$ cat src/rtl/drive_arbiter.sv
// Wheel command bus owner: arbitrates collision stop > junction maneuver > line follower,
// clamps duty, and forces a dead-time with drive disabled before any direction flip.
module drive_arbiter #(
    parameter int DEADTIME_CYCLES = 50_000,
    parameter int MAX_DUTY        = 80,
    parameter int CNT_W           = 27
) (
    input  logic             clk,
    input  logic             rst_n,
    input  logic             col_stop,
    input  logic             lf_valid,
    input  logic [1:0]       lf_dir,
    input  logic [6:0]       lf_duty_l,
    input  logic [6:0]       lf_duty_r,
    input  logic             jn_req,
    input  logic [1:0]       jn_dir,
    input  logic [6:0]       jn_duty_l,
    input  logic [6:0]       jn_duty_r,
    input  logic [CNT_W-1:0] jn_cycles,
    output logic             jn_gnt,
    output logic             jn_done,
    output logic             jn_abort,
    output logic             mot_en,
    output logic [1:0]       mot_dir,
    output logic [6:0]       mot_duty_l,
    output logic [6:0]       mot_duty_r,
    output logic [1:0]       owner
);

    typedef enum logic [2:0] {S_IDLE, S_FOLLOW, S_MANEUVER, S_DEAD, S_COLLIDE} state_t;

    localparam logic [CNT_W-1:0] DT_LOAD = (DEADTIME_CYCLES < 1) ? CNT_W'(1) : CNT_W'(DEADTIME_CYCLES);
    localparam logic [6:0]       DUTY_MAX = 7'(MAX_DUTY);

    function automatic logic [6:0] clamp(input logic [6:0] d);
        return (d > DUTY_MAX) ? DUTY_MAX : d;
    endfunction

    function automatic logic [CNT_W-1:0] len_of(input logic [CNT_W-1:0] c);
        return (c == '0) ? CNT_W'(1) : c;
    endfunction

    state_t           state, state_nx;
    logic             pend_jn, pend_jn_nx;
    logic [CNT_W-1:0] cnt, cnt_nx;
    logic [1:0]       jl_dir, jl_dir_nx;
    logic [6:0]       jl_duty_l, jl_duty_l_nx, jl_duty_r, jl_duty_r_nx;
    logic [CNT_W-1:0] jl_cycles, jl_cycles_nx;
    logic             en_nx, gnt_nx, done_nx, abort_nx;
    logic [1:0]       dir_nx, owner_nx;
    logic [6:0]       dl_nx, dr_nx;
    logic [CNT_W-1:0] jn_len, jl_len;

    assign jn_len = len_of(jn_cycles);
    assign jl_len = len_of(jl_cycles);

    always_comb begin
        state_nx     = state;
        pend_jn_nx   = pend_jn;
        cnt_nx       = cnt;
        jl_dir_nx    = jl_dir;
        jl_duty_l_nx = jl_duty_l;
        jl_duty_r_nx = jl_duty_r;
        jl_cycles_nx = jl_cycles;
        en_nx        = 1'b0;
        dir_nx       = mot_dir;
        dl_nx        = 7'd0;
        dr_nx        = 7'd0;
        owner_nx     = 2'd0;
        gnt_nx       = 1'b0;
        done_nx      = 1'b0;
        abort_nx     = 1'b0;
        if (col_stop) begin
            state_nx = S_COLLIDE;
            owner_nx = 2'd3;
            abort_nx = (state == S_MANEUVER) || ((state == S_DEAD) && pend_jn);
        end else begin
            unique case (state)
                S_IDLE, S_FOLLOW: begin
                    state_nx = S_IDLE;
                    if (jn_req) begin
                        jl_dir_nx    = jn_dir;
                        jl_duty_l_nx = jn_duty_l;
                        jl_duty_r_nx = jn_duty_r;
                        jl_cycles_nx = jn_cycles;
                        owner_nx     = 2'd2;
                        if (jn_dir == mot_dir) begin
                            state_nx = S_MANEUVER;
                            en_nx    = 1'b1;
                            dl_nx    = clamp(jn_duty_l);
                            dr_nx    = clamp(jn_duty_r);
                            gnt_nx   = 1'b1;
                            cnt_nx   = jn_len;
                            done_nx  = (jn_len == CNT_W'(1));
                        end else begin
                            state_nx   = S_DEAD;
                            pend_jn_nx = 1'b1;
                            cnt_nx     = DT_LOAD;
                        end
                    end else if (lf_valid) begin
                        owner_nx = 2'd1;
                        if (lf_dir == mot_dir) begin
                            state_nx = S_FOLLOW;
                            en_nx    = 1'b1;
                            dl_nx    = clamp(lf_duty_l);
                            dr_nx    = clamp(lf_duty_r);
                        end else begin
                            state_nx   = S_DEAD;
                            pend_jn_nx = 1'b0;
                            cnt_nx     = DT_LOAD;
                        end
                    end
                end
                S_MANEUVER: begin
                    if (cnt <= CNT_W'(1)) begin
                        state_nx = S_IDLE;
                    end else begin
                        cnt_nx   = cnt - CNT_W'(1);
                        en_nx    = 1'b1;
                        dl_nx    = mot_duty_l;
                        dr_nx    = mot_duty_r;
                        owner_nx = 2'd2;
                        gnt_nx   = 1'b1;
                        done_nx  = (cnt == CNT_W'(2));
                    end
                end
                S_DEAD: begin
                    owner_nx = pend_jn ? 2'd2 : 2'd1;
                    if (cnt > CNT_W'(1)) begin
                        cnt_nx = cnt - CNT_W'(1);
                    end else if (pend_jn) begin
                        state_nx = S_MANEUVER;
                        en_nx    = 1'b1;
                        dir_nx   = jl_dir;
                        dl_nx    = clamp(jl_duty_l);
                        dr_nx    = clamp(jl_duty_r);
                        gnt_nx   = 1'b1;
                        cnt_nx   = jl_len;
                        done_nx  = (jl_len == CNT_W'(1));
                    end else if (lf_valid) begin
                        // direction is taken fresh: the bridge has already been idle long enough
                        state_nx = S_FOLLOW;
                        en_nx    = 1'b1;
                        dir_nx   = lf_dir;
                        dl_nx    = clamp(lf_duty_l);
                        dr_nx    = clamp(lf_duty_r);
                    end else begin
                        state_nx = S_IDLE;
                        owner_nx = 2'd0;
                    end
                end
                S_COLLIDE: state_nx = S_IDLE;
                default:   state_nx = S_IDLE;
            endcase
        end
    end

    always_ff @(posedge clk or negedge rst_n) begin
        if (!rst_n) begin
            state      <= S_IDLE;
            pend_jn    <= 1'b0;
            cnt        <= '0;
            jl_dir     <= 2'b11;
            jl_duty_l  <= 7'd0;
            jl_duty_r  <= 7'd0;
            jl_cycles  <= '0;
            mot_en     <= 1'b0;
            mot_dir    <= 2'b11;
            mot_duty_l <= 7'd0;
            mot_duty_r <= 7'd0;
            owner      <= 2'd0;
            jn_gnt     <= 1'b0;
            jn_done    <= 1'b0;
            jn_abort   <= 1'b0;
        end else begin
            state      <= state_nx;
            pend_jn    <= pend_jn_nx;
            cnt        <= cnt_nx;
            jl_dir     <= jl_dir_nx;
            jl_duty_l  <= jl_duty_l_nx;
            jl_duty_r  <= jl_duty_r_nx;
            jl_cycles  <= jl_cycles_nx;
            mot_en     <= en_nx;
            mot_dir    <= dir_nx;
            mot_duty_l <= dl_nx;
            mot_duty_r <= dr_nx;
            owner      <= owner_nx;
            jn_gnt     <= gnt_nx;
            jn_done    <= done_nx;
            jn_abort   <= abort_nx;
        end
    end

endmodule

$ cat config.mk
export PLATFORM = sky130hd
export DESIGN_NAME = drive_arbiter
export DESIGN_NICKNAME = d
export VERILOG_FILES = /design/src/rtl/drive_arbiter.sv
export SDC_FILE = /design/constraint.sdc
export NUM_CORES = 1
export LEC_CHECK = 0
export BUFFER_PORTS_ARGS = -buffer_cell sky130_fd_sc_hd__buf_2
export CAP_MARGIN = 20
export CELL_PAD_IN_SITES_DETAIL_PLACEMENT = 2
export CELL_PAD_IN_SITES_GLOBAL_PLACEMENT = 2
export CORE_ASPECT_RATIO = 0.6
export CORE_MARGIN = 2
export CORE_UTILIZATION = 38
export CTS_CLUSTER_SIZE = 40
export DETAILED_ROUTE_END_ITERATION = 7
export PLACE_DENSITY = 0.95
export SKIP_CTS_REPAIR_TIMING = 1
export SYNTH_ARGS = -nofsm -noshare
export SYNTH_HDL_FRONTEND = slang
export SYNTH_SLANG_ARGS = --single-unit
$ cat constraint.sdc
create_clock -name clk -period 5.2 [get_ports clk]
set_input_delay 0.52 -clock clk [delete_from_list [all_inputs] [get_ports clk]]
set_output_delay 0.52 -clock clk [all_outputs]
set_load 0.02 [all_outputs]
==> impl_metrics.csv, run 1 <==
group,metric,value,unit
synth,syn_inst,565,
die,core,0.01379,mm^2
die,die_y,96.42,um
grt,grt_pass1_wl,37940,um
cells_and_area,drive_gt1_share,25.55,%
grt,track_usage,34.27,%
worst_setup_path,critPathCaptureType,"register",
synth,synth_top_area_cell,"dfrtp_1",
worst_setup_path,critPathRequiredTime,5460,ps
timing,worst_slack,1199,ps
timing,period_minus_slack,4001,ps
timing,tns,0,ps
drt,via_per_inst,6.755,
place,dp_slack,1666,ps
worst_setup_path,crit_fanout,39,
power_and_ir_drop,leakage,2.682,nW
drt,drc,0,
die,start_util,39.22,%
grt,grtUsageMet1,45.36,%
clock_network,path_clk_slew,70,ps
grt,antenna_found_initial,1,
place,portBuffers,85,
worst_setup_path,cp-startpoint,"cnt[16]$_DFFE_PN0P_",
cells_and_area,fin_nets,700,
drt,dr.pass1.iters,5,
cells_and_area,fillers,1461,
die,die_x,158.0,um
place,hpwl,16320,um
synth,synthTopCellsByArea,"dfrtp_1, mux2_2, o21ai_0",
drt,vias,5613,
hold_path,hold_path_class,"in -> async",
timing,max_freq,250.0,MHz
die,ioPinCount,86,
grt,grt_max_degree,56,
run_status,outcome,"finished, final reports clean",
timing,timing.slew.headroom,31.74,%
die,core.rowCount,33,
timing,finalCritPeriodShare,76.94,%
synth,yosysSeqAreaShare,44.51,%
clock_network,worstSkewPairLatency,360,ps
timing,final_max_slew_viol_count,0,
power_and_ir_drop,p_switching,0.0007729,W
worst_setup_path,critical_path_class,"reg -> reg",
clock_network,cts_sinks,96,
drt,ant_nets,0,
synth,yosys.area.top_type_share,42.56,%
synth,synth_seq_cells,96,
die,dieArea,0.01524,mm^2
synth,synth_area_per_cell,9.573,um^2
power_and_ir_drop,ir_drop,159.3,uV
clock_network,cts_inserted_buffers,9,
cells_and_area,areaGrowthSynthToFinish,17.12,%
power_and_ir_drop,power_density,353.9,mW/mm^2
timing,hold_viol,0,
synth,ys_types,59,
synth,synthFlopType,"dfrtp_1",
synth,synthArstFlopShare,100.0,%
job,drv_cap,0,
grt,grt_util_met2,54.71,%
drt,wl_per_cell,30.75,um
worst_setup_path,start_kind,"register",
power_and_ir_drop,netSwitchingFraction,34.47,%
synth,yosys_warnings,0,
timing,setup-violations-final,0,
timing,rsz0062_at_grt,"false",
clock_network,clk_path_buf_depth,2,
worst_setup_path,regToRegStartpoint,"cnt[16]$_DFFE_PN0P_",
drt,drtIter0Drc,631,
clock_network,cts_tree,"built",
timing,hold_ws,138.2,ps
synth,syn_area,0.005409,mm^2
clock_network,htreeDepth,3,
grt,grtUsageMet3,7.493,%
synth,syn-num-nets,632,
grt,busiest_layer,"met2",
timing,clock_skew,8.361,ps
drt,drt-total-wl,25560,um
power_and_ir_drop,clock_power_share,33.1,%
grt,first_global_vias,5923,
power_and_ir_drop,seqPwrFrac,45.1,%
worst_setup_path,arrival,4260,ps
power_and_ir_drop,intPower,0.001469,W
grt,grt_overflow,0,
timing,worstMarginPinSlew,1018,ps
synth,synth_edf_count,0,
power_and_ir_drop,p_comb_share,21.9,%
clock_network,cts-root-buf,"clkbuf_16",
place,place.gp.congestion,0.9458,
layer usage:
metal	routed length [um]	up-vias	part of all wire [%]
met5	0	-	0
met4	1086	0	4.2
met3	2346	94	9.2
met2	11800	387	46
met1	10320	2849	40
li1	-	2283	-
critical path: stages, from the launching register on:
cell,delay (ps)
dfrtp_1,460
nor3_2,410
nand4b_1,630
nor3_1,590
a31o_2,810
inv_1,510
o2111a_1,290
a21oi_1,180
synth_stat cells (7+ instances only):
cell type  number
a21o_1         12
a21oi_1        22
a221oi_1       14
a22o_1          7
a31oi_1        13
buf_2          10
clkbuf_1       23
dfrtp_1        92
inv_1          23
mux2_2         38
nand2_1        29
nand3_1        13
nor2_1         42
nor3_1         27
nor4_1         20
o21ai_0        60
o22ai_1        11
layout make-up:
| type | instances | area [um^2] | share of cell area, % |
|---|---|---|---|
| multi-input combinational | 411 | 2788 | 44.01 |
| timing repair buffer | 92 | 493.0 | 7.782 |
| clock inverter | 3 | 67.56 | 1.067 |
| clock buffer | 13 | 250.2 | 3.950 |
| inverter | 23 | 86.33 | 1.363 |
| antenna | 1 | 2.502 | 0.03950 |
| tap | 192 | 240.2 | 3.792 |
| sequential | 96 | 2407 | 38.00 |
per-stage QoR:
step | power [W] | instance area, um^2 | utilization (%) | instances
final | 0.002242 | 6335 | 45.94 | 831
after global routing | 0.002314 | 6335 | 45.94 | 831
after CTS | 0.002221 | 6312 | 45.77 | 829
after detailed placement | 0.001454 | 5995 | 43.47 | 813
after global placement | 0.001394 | 5995 | 43.47 | 813
after floorplan | 0.001237 | 5409 | - | 565
worst paths after layout:
check	slack, ps	to	cells after the start
worst max-delay path	1200	cnt[0]$_DFFE_PN0P_	7
worst min-delay path	140	jl_cycles[17]$_DFFE_PN0P_	1
worst max register to register	1200	cnt[0]$_DFFE_PN0P_	7
worst min register to register	550	cnt[26]$_DFFE_PN0P_	1
max in group asynchronous	3880	jl_cycles[14]$_DFFE_PN0P_	2
min in group clk	410	jl_duty_l[0]$_DFFE_PN0P_	3
cell families (layout without fill, tap and decap cells):
kind of cell | after synthesis | after routing | synth area share (%)
AOI/OAI and AO/OA | 188 | 188 | 23.48
and+or+nand+nor | 171 | 171 | 17.23
DFF | 96 | 96 | 44.51
buffers and inverters | 58 | 131 | 4.256
muxes | 44 | 44 | 9.022
xor gates and xnor gates | 5 | 5 | 0.8098
adders and majority gates | 3 | 3 | 0.6940
other | 0 | 1 | 0
flip-flops by register name, summed over array words and instances (netlist names):
name	flops
cnt	27
jl_cycles	27
jl_duty_l	7
jl_duty_r	7
mot_duty_l	7
mot_duty_r	7
state	3
jl_dir	2
mot_dir	2
owner	2
jn_abort	1
jn_done	1
jn_gnt	1
mot_en	1
pend_jn	1
power by group through the flow:
stage / registers, W / logic (W) / clock network [W]
floorplan: 0.000954 / 0.000283 / 0
global placement: 0.000988 / 0.000406 / 0
detailed placement: 0.00101 / 0.000449 / 0
CTS: 0.000999 / 0.000476 / 0.000746
global route: 0.00102 / 0.000518 / 0.000777
finish: 0.00101 / 0.000491 / 0.000741
placed cells by master (no fill, tap or decap), types with 7 or more instances in the layout:
master,synthesis,final
a21o_1,12,12
a21oi_1,22,22
a221oi_1,14,14
a22o_1,7,7
a31oi_1,13,13
buf_2,10,84
buf_4,0,7
clkbuf_16,0,9
dfrtp_1,92,92
inv_1,23,23
mux2_2,38,38
nand2_1,29,29
nand3_1,13,13
nor2_1,42,42
nor3_1,27,27
nor4_1,20,19
o21ai_0,60,60
o22ai_1,11,11
Note: power is estimated with default switching activity, not from simulation.
==> inputs of run 2 (changes only) <==
--- a/config.mk
+++ b/config.mk
@@ -11,10 +11,10 @@
 export CELL_PAD_IN_SITES_GLOBAL_PLACEMENT = 2
 export CORE_ASPECT_RATIO = 0.6
 export CORE_MARGIN = 2
-export CORE_UTILIZATION = 38
+export CORE_UTILIZATION = 35
 export CTS_CLUSTER_SIZE = 40
 export DETAILED_ROUTE_END_ITERATION = 7
-export PLACE_DENSITY = 0.95
+export PLACE_DENSITY = 0.9
 export SKIP_CTS_REPAIR_TIMING = 1
 export SYNTH_ARGS = -nofsm -noshare
 export SYNTH_HDL_FRONTEND = slang
==> constraint.sdc (replaced) <==
create_clock -name clk -period 4.2 [get_ports clk]
set_input_delay 0.42 -clock clk [delete_from_list [all_inputs] [get_ports clk]]
set_output_delay 0.42 -clock clk [all_outputs]
set_load 0.02 [all_outputs]
==> run 2 against run 1 <==
Net effect: register-to-register slack worse by 680 ps; setup slack got worse by 680 ps; critical path depth down 1; fmax up 8.7%; clock skew fell by 1.9 ps; wire length fell by 6.4%; via count shrank 1.4%; critical path type unchanged; critical endpoint is now mot_dir[0]$_DFFE_PN1P_; largest power group unchanged; highest routed layer unchanged.
==> impl_metrics.csv, run 2 (synthesis results as in run 1) <==
group,metric,value,unit
run_status,outcome,"finished, final reports clean",
worst_setup_path,crit_fanout,11,
worst_setup_path,critical_path_buf_inv_count,0,
die,core.rowCount,35,
timing,period_minus_slack,3680,ps
cells_and_area,drive_gt1_share,26.09,%
place,portBuffers,85,
worst_setup_path,arrival,3940,ps
worst_setup_path,critPathRequiredTime,4460,ps
hold_path,hold_path_class,"in -> async",
grt,grt_pass1_wl,36830,um
drt,ant_nets,0,
clock_network,clk_path_buf_depth,2,
place,place_area,0.006026,mm^2
drt,dr.pass1.iters,5,
grt,track_usage,29.68,%
grt,first_global_vias,6016,
cells_and_area,fin_nets,703,
grt,grt_overflow,0,
drt,drtIter0Drc,515,
cells_and_area,areaGrowthSynthToFinish,17.33,%
power_and_ir_drop,leakage,2.685,nW
power_and_ir_drop,ir_drop,211.4,uV
cells_and_area,fillers,1673,
worst_setup_path,crit_cells,6,
drt,drc,0,
timing,setup-violations-final,0,
worst_setup_path,path_cells,"nor3_1, nand4b_1, nor4_2, o21ai_0, nand2b_1, o21ai_0",
die,start_util,35.49,%
die,dieArea,0.01650,mm^2
cells_and_area,final_core_util,41.64,%
worst_setup_path,critical-path-slowest-cell,"nor4_2",
clock_network,htreeDepth,3,
worst_setup_path,critical-path-top-delay-family,"simple AND/OR/NAND/NOR gates",
drt,vias,5535,
cells_and_area,reg_top3,"cnt x27, jl_cycles x27",
drt,via_per_inst,6.566,
die,ioPinCount,86,
worst_setup_path,cp_common_cell,"o21ai_0",
timing,final_max_slew_viol_count,0,
worst_setup_path,critical_path_class,"reg -> reg",
clock_network,cts_inserted_buffers,9,
worst_setup_path,start_kind,"register",
timing,rsz0062_at_grt,"false",
worst_setup_path,critPathCaptureType,"register",
clock_network,path_clk_slew,70,ps
drt,wl_per_cell,28.36,um
worst_setup_path,crit_path_max_incr_delay,1110,ps
job,drv_cap,0,
clock_network,cts_tree,"built",
die,die_y,100.3,um
timing,timing.slew.headroom,26.15,%
die,core,0.01524,mm^2
timing,tns,0,ps
clock_network,cts-root-buf,"clkbuf_16",
timing,hold_viol,0,
place,place.gp.congestion,0.8572,
cells_and_area,final_common_cell,"dfrtp_1",
power_and_ir_drop,total_power,0.002678,W
grt,antenna_found_initial,0,
grt,grt_max_degree,63,
timing,clock_skew,6.437,ps
clock_network,worstSkewPairLatency,350,ps
timing,max_freq,271.7,MHz
timing,worstMarginPinSlew,1099,ps
drt,drt-total-wl,23910,um
cells_and_area,diodes,0,
die,die_x,164.5,um
timing,finalCritPeriodShare,87.62,%
cells_and_area,final_cell_mix,"dfrtp_1, buf_2, o21ai_0",
worst_setup_path,reg2regPathDepth,6,
cells_and_area,fin_area,0.006346,mm^2
clock_network,cts_sinks,96,
place,hpwl,16150,um
power_and_ir_drop,power_density,422.0,mW/mm^2
==> run 2: cell types whose count changed in the layout (fill, tap and decap cells not counted) <==
| cell | before | now |
|---|---|---|
| buf_4 | 7 | 9 |
| buf_6 | 0 | 1 |
| bufinv_16 | 2 | 1 |
| clkbuf_1 | 3 | 2 |
| clkinv_2 | 0 | 1 |
| diode_2 | 1 | 0 |
| nor2_1 | 42 | 41 |
| nor2_2 | 0 | 1 |
==> run 2: final timing paths <==
kind / end / start / slack [ps]
max reg2reg: mot_dir[0]$_DFFE_PN1P_ / cnt[19]$_DFFE_PN0P_ / 520
min reg2reg: cnt[14]$_DFFE_PN0P_ / cnt[14]$_DFFE_PN0P_ / 520
min: jl_cycles[19]$_DFFE_PN0P_ / rst_n / 160
min in group clk: mot_duty_r[3]$_DFFE_PN0P_ / lf_duty_r[3] / 320
max in group asynchronous: mot_dir[0]$_DFFE_PN1P_ / rst_n / 2990
max: mot_dir[0]$_DFFE_PN1P_ / cnt[19]$_DFFE_PN0P_ / 520
==> run 2: area by class of cell <==
type                    count  area [um^2]  share of cell area, %
well taps                 203        254.0                  4.002
flip-flops and latches     96         2407                  37.93
clock inverters             3        42.54                 0.6703
inverters                  23        86.33                  1.360
repair buffers             95        519.2                  8.182
multi-input cells         411         2790                  43.97
clock buffers              12        246.5                  3.884
==> run 2: through the flow <==
stage                     cells  hold slack (ps)  setup slack [ps]
after floorplan             565            124.4              2033
after global placement      826            492.5              1210
after detailed placement    826            501.0             835.6
after CTS                   841            194.3             639.5
after global routing        843            222.4             345.6
final                       843            157.0             520.0
==> run 2: routing by layer <==
| layer | GRT usage, % | vias up | share of wire, % |
|---|---|---|---|
| met5 | 0 | - | 0 |
| met2 | 45.77 | 313 | 45 |
| li1 | - | 2286 | - |
| met1 | 41.63 | 2878 | 44 |
| met4 | 9.365 | 0 | 2.4 |
| met3 | 6.653 | 58 | 8.1 |
==> run 2: where the power goes <==
part / leakage, nW / switching [W] / internal (W)
sequential: 1.20 / 0.000176 / 0.00106
combinational: 1.34 / 0.000371 / 0.000217
clock: 0.139 / 0.000374 / 0.000475
total: 2.69 / 0.000922 / 0.00176
==> inputs of run 3 (changes only) <==
--- a/config.mk
+++ b/config.mk
@@ -11,10 +11,11 @@
 export CELL_PAD_IN_SITES_GLOBAL_PLACEMENT = 2
 export CORE_ASPECT_RATIO = 0.6
 export CORE_MARGIN = 2
-export CORE_UTILIZATION = 35
+export CORE_UTILIZATION = 38
 export CTS_CLUSTER_SIZE = 40
 export DETAILED_ROUTE_END_ITERATION = 7
-export PLACE_DENSITY = 0.9
+export GPL_ROUTABILITY_DRIVEN = 0
+export PLACE_DENSITY = 0.95
 export SKIP_CTS_REPAIR_TIMING = 1
 export SYNTH_ARGS = -nofsm -noshare
 export SYNTH_HDL_FRONTEND = slang
==> constraint.sdc (replaced) <==
create_clock -name clk -period 4.5 [get_ports clk]
set_input_delay 0.45 -clock clk [delete_from_list [all_inputs] [get_ports clk]]
set_output_delay 0.45 -clock clk [all_outputs]
set_load 0.02 [all_outputs]
==> run 3 against run 2 <==
Net effect: fmax shrank 8.5%; critical path depth increased by 1; register-to-register slack worse by 40 ps; sequential cell count stayed put; sequential share of layout area barely moved; critical path type unchanged; first-iteration DRC count grew 29%; final cell count is 1.3% lower; count of clock-buffer cells in the layout down 3; clock skew grew 5.0 ps; die area decreased by 7.6%; setup slack worse by 44 ps.
==> impl_metrics.csv, run 3 (synthesis results as in run 1) <==
group,metric,value,unit
clock_network,cts_sinks,96,
grt,grt_overflow,0,
die,ioPinCount,86,
grt,first_global_vias,6214,
clock_network,clk_path_buf_depth,2,
timing,setup-violations-final,0,
cells_and_area,fillers,1483,
timing,worstMarginPinSlew,1079,ps
timing,hold_ws,242.2,ps
drt,drtIter0Drc,666,
timing,period_minus_slack,4024,ps
grt,grt_pass1_wl,40220,um
die,die_x,158.0,um
clock_network,cts-root-buf,"clkbuf_16",
cells_and_area,final_cell_mix,"dfrtp_1, buf_2, o21ai_0",
cells_and_area,reg_top3,"cnt x27, jl_cycles x27",
hold_path,hold_path_class,"in -> async",
timing,worst_slack,476.2,ps
timing,tns,0,ps
cells_and_area,final_common_cell,"dfrtp_1",
drt,drt-total-wl,26750,um
die,core.rowCount,33,
grt,antenna_found_initial,1,
power_and_ir_drop,leakage,2.688,nW
timing,finalCritPeriodShare,89.42,%
cells_and_area,multi_input_area,0.002790,mm^2
place,dp_slack,970.6,ps
cells_and_area,fin_nets,702,
die,dieArea,0.01524,mm^2
die,core,0.01379,mm^2
clock_network,htreeDepth,3,
clock_network,cts_inserted_buffers,9,
cells_and_area,areaGrowthSynthToFinish,17.28,%
grt,grt_max_degree,73,
place,hpwl,17170,um
worst_setup_path,critPathRequiredTime,4790,ps
worst_setup_path,crit_fanout,39,
die,die_y,96.42,um
worst_setup_path,r2r_slack,480,ps
clock_network,worstSkewPairLatency,370,ps
worst_setup_path,start_kind,"register",
timing,rsz0062_at_grt,"false",
drt,dr.pass1.iters,5,
clock_network,path_clk_slew,80,ps
drt,wl_per_cell,32.15,um
worst_setup_path,crit_path_max_incr_delay,830,ps
cells_and_area,regArea,0.002407,mm^2
place,portBuffers,85,
worst_setup_path,critical-path-slowest-cell,"a31o_2",
worst_setup_path,path_cells,"nor3_2, nand4b_1, nor3_1, a31o_2, inv_1, o21ai_0, a22o_1",
drt,via_per_inst,6.940,
power_and_ir_drop,power_density,403.9,mW/mm^2
timing,hold_viol,0,
grt,track_usage,36.31,%
power_and_ir_drop,total_power,0.002562,W
power_and_ir_drop,ir_drop,299.3,uV
worst_setup_path,arrival,4310,ps
timing,clock_skew,11.44,ps
run_status,outcome,"finished, final reports clean",
worst_setup_path,critPathCaptureType,"register",
drt,vias,5774,
drt,ant_nets,0,
timing,final_max_slew_viol_count,0,
worst_setup_path,critical_path_buf_inv_count,1,
clock_network,cts_tree,"built",
cells_and_area,final_core_util,46.00,%
worst_setup_path,critical_path_class,"reg -> reg",
timing,timing.slew.headroom,27.71,%
job,drv_cap,0,
die,start_util,39.22,%
cells_and_area,drive_gt1_share,26.29,%
timing,max_freq,248.5,MHz
worst_setup_path,critical-path-top-delay-family,"simple AND/OR/NAND/NOR gates",
drt,drc,0,
## run 3: path summary, 6_finish.rpt
check	startpoint	depth (start not counted)	to
min in group clk	jn_duty_l[2]	3	jl_duty_l[2]$_DFFE_PN0P_
setup / recovery	cnt[22]$_DFFE_PN0P_	7	cnt[18]$_DFFE_PN0P_
hold reg to reg	jl_cycles[23]$_DFFE_PN0P_	1	jl_cycles[23]$_DFFE_PN0P_
hold / removal	rst_n	1	cnt[18]$_DFFE_PN0P_
setup reg to reg	cnt[22]$_DFFE_PN0P_	7	cnt[18]$_DFFE_PN0P_
max in group asynchronous	rst_n	2	jl_duty_l[5]$_DFFE_PN0P_
## run 3: report_power, final
| group | internal [W] | switching [W] |
|---|---|---|
| logic | 0.000203 | 0.000370 |
| clock network | 0.000433 | 0.000382 |
| registers | 0.000993 | 0.000181 |
## run 3: worst reg2reg max path, stage by stage (launching register included)
cell and delay (ps):
dfrtp_1 470, nor3_2 390, nand4b_1 660, nor3_1 550, a31o_2 830, inv_1 510
o21ai_0 290, a22o_1 250
## run 3: cell type report
class	instances	share of cell area, %
clock buffers	9	3.550
flip-flops and latches	96	37.95
repair buffers	94	8.245
inverters	23	1.361
well taps	192	3.787
multi-input cells	411	43.98
diodes	1	0.03945
clock inverters	6	1.085
## run 3: layer usage
metal	global-route usage [%]	part of all wire, %	vias up
li1	-	-	2285
met1	46.43	40	2945
met2	57.36	45	432
met3	10.08	10	112
met4	17.94	4.8	0
met5	0	0	-
## run 3: per-stage QoR
step	instances	instance area [um^2]
finish	832	6344
global placement	813	5997
CTS	828	6291
global route	832	6344
floorplan	565	5409
detailed placement	813	5997
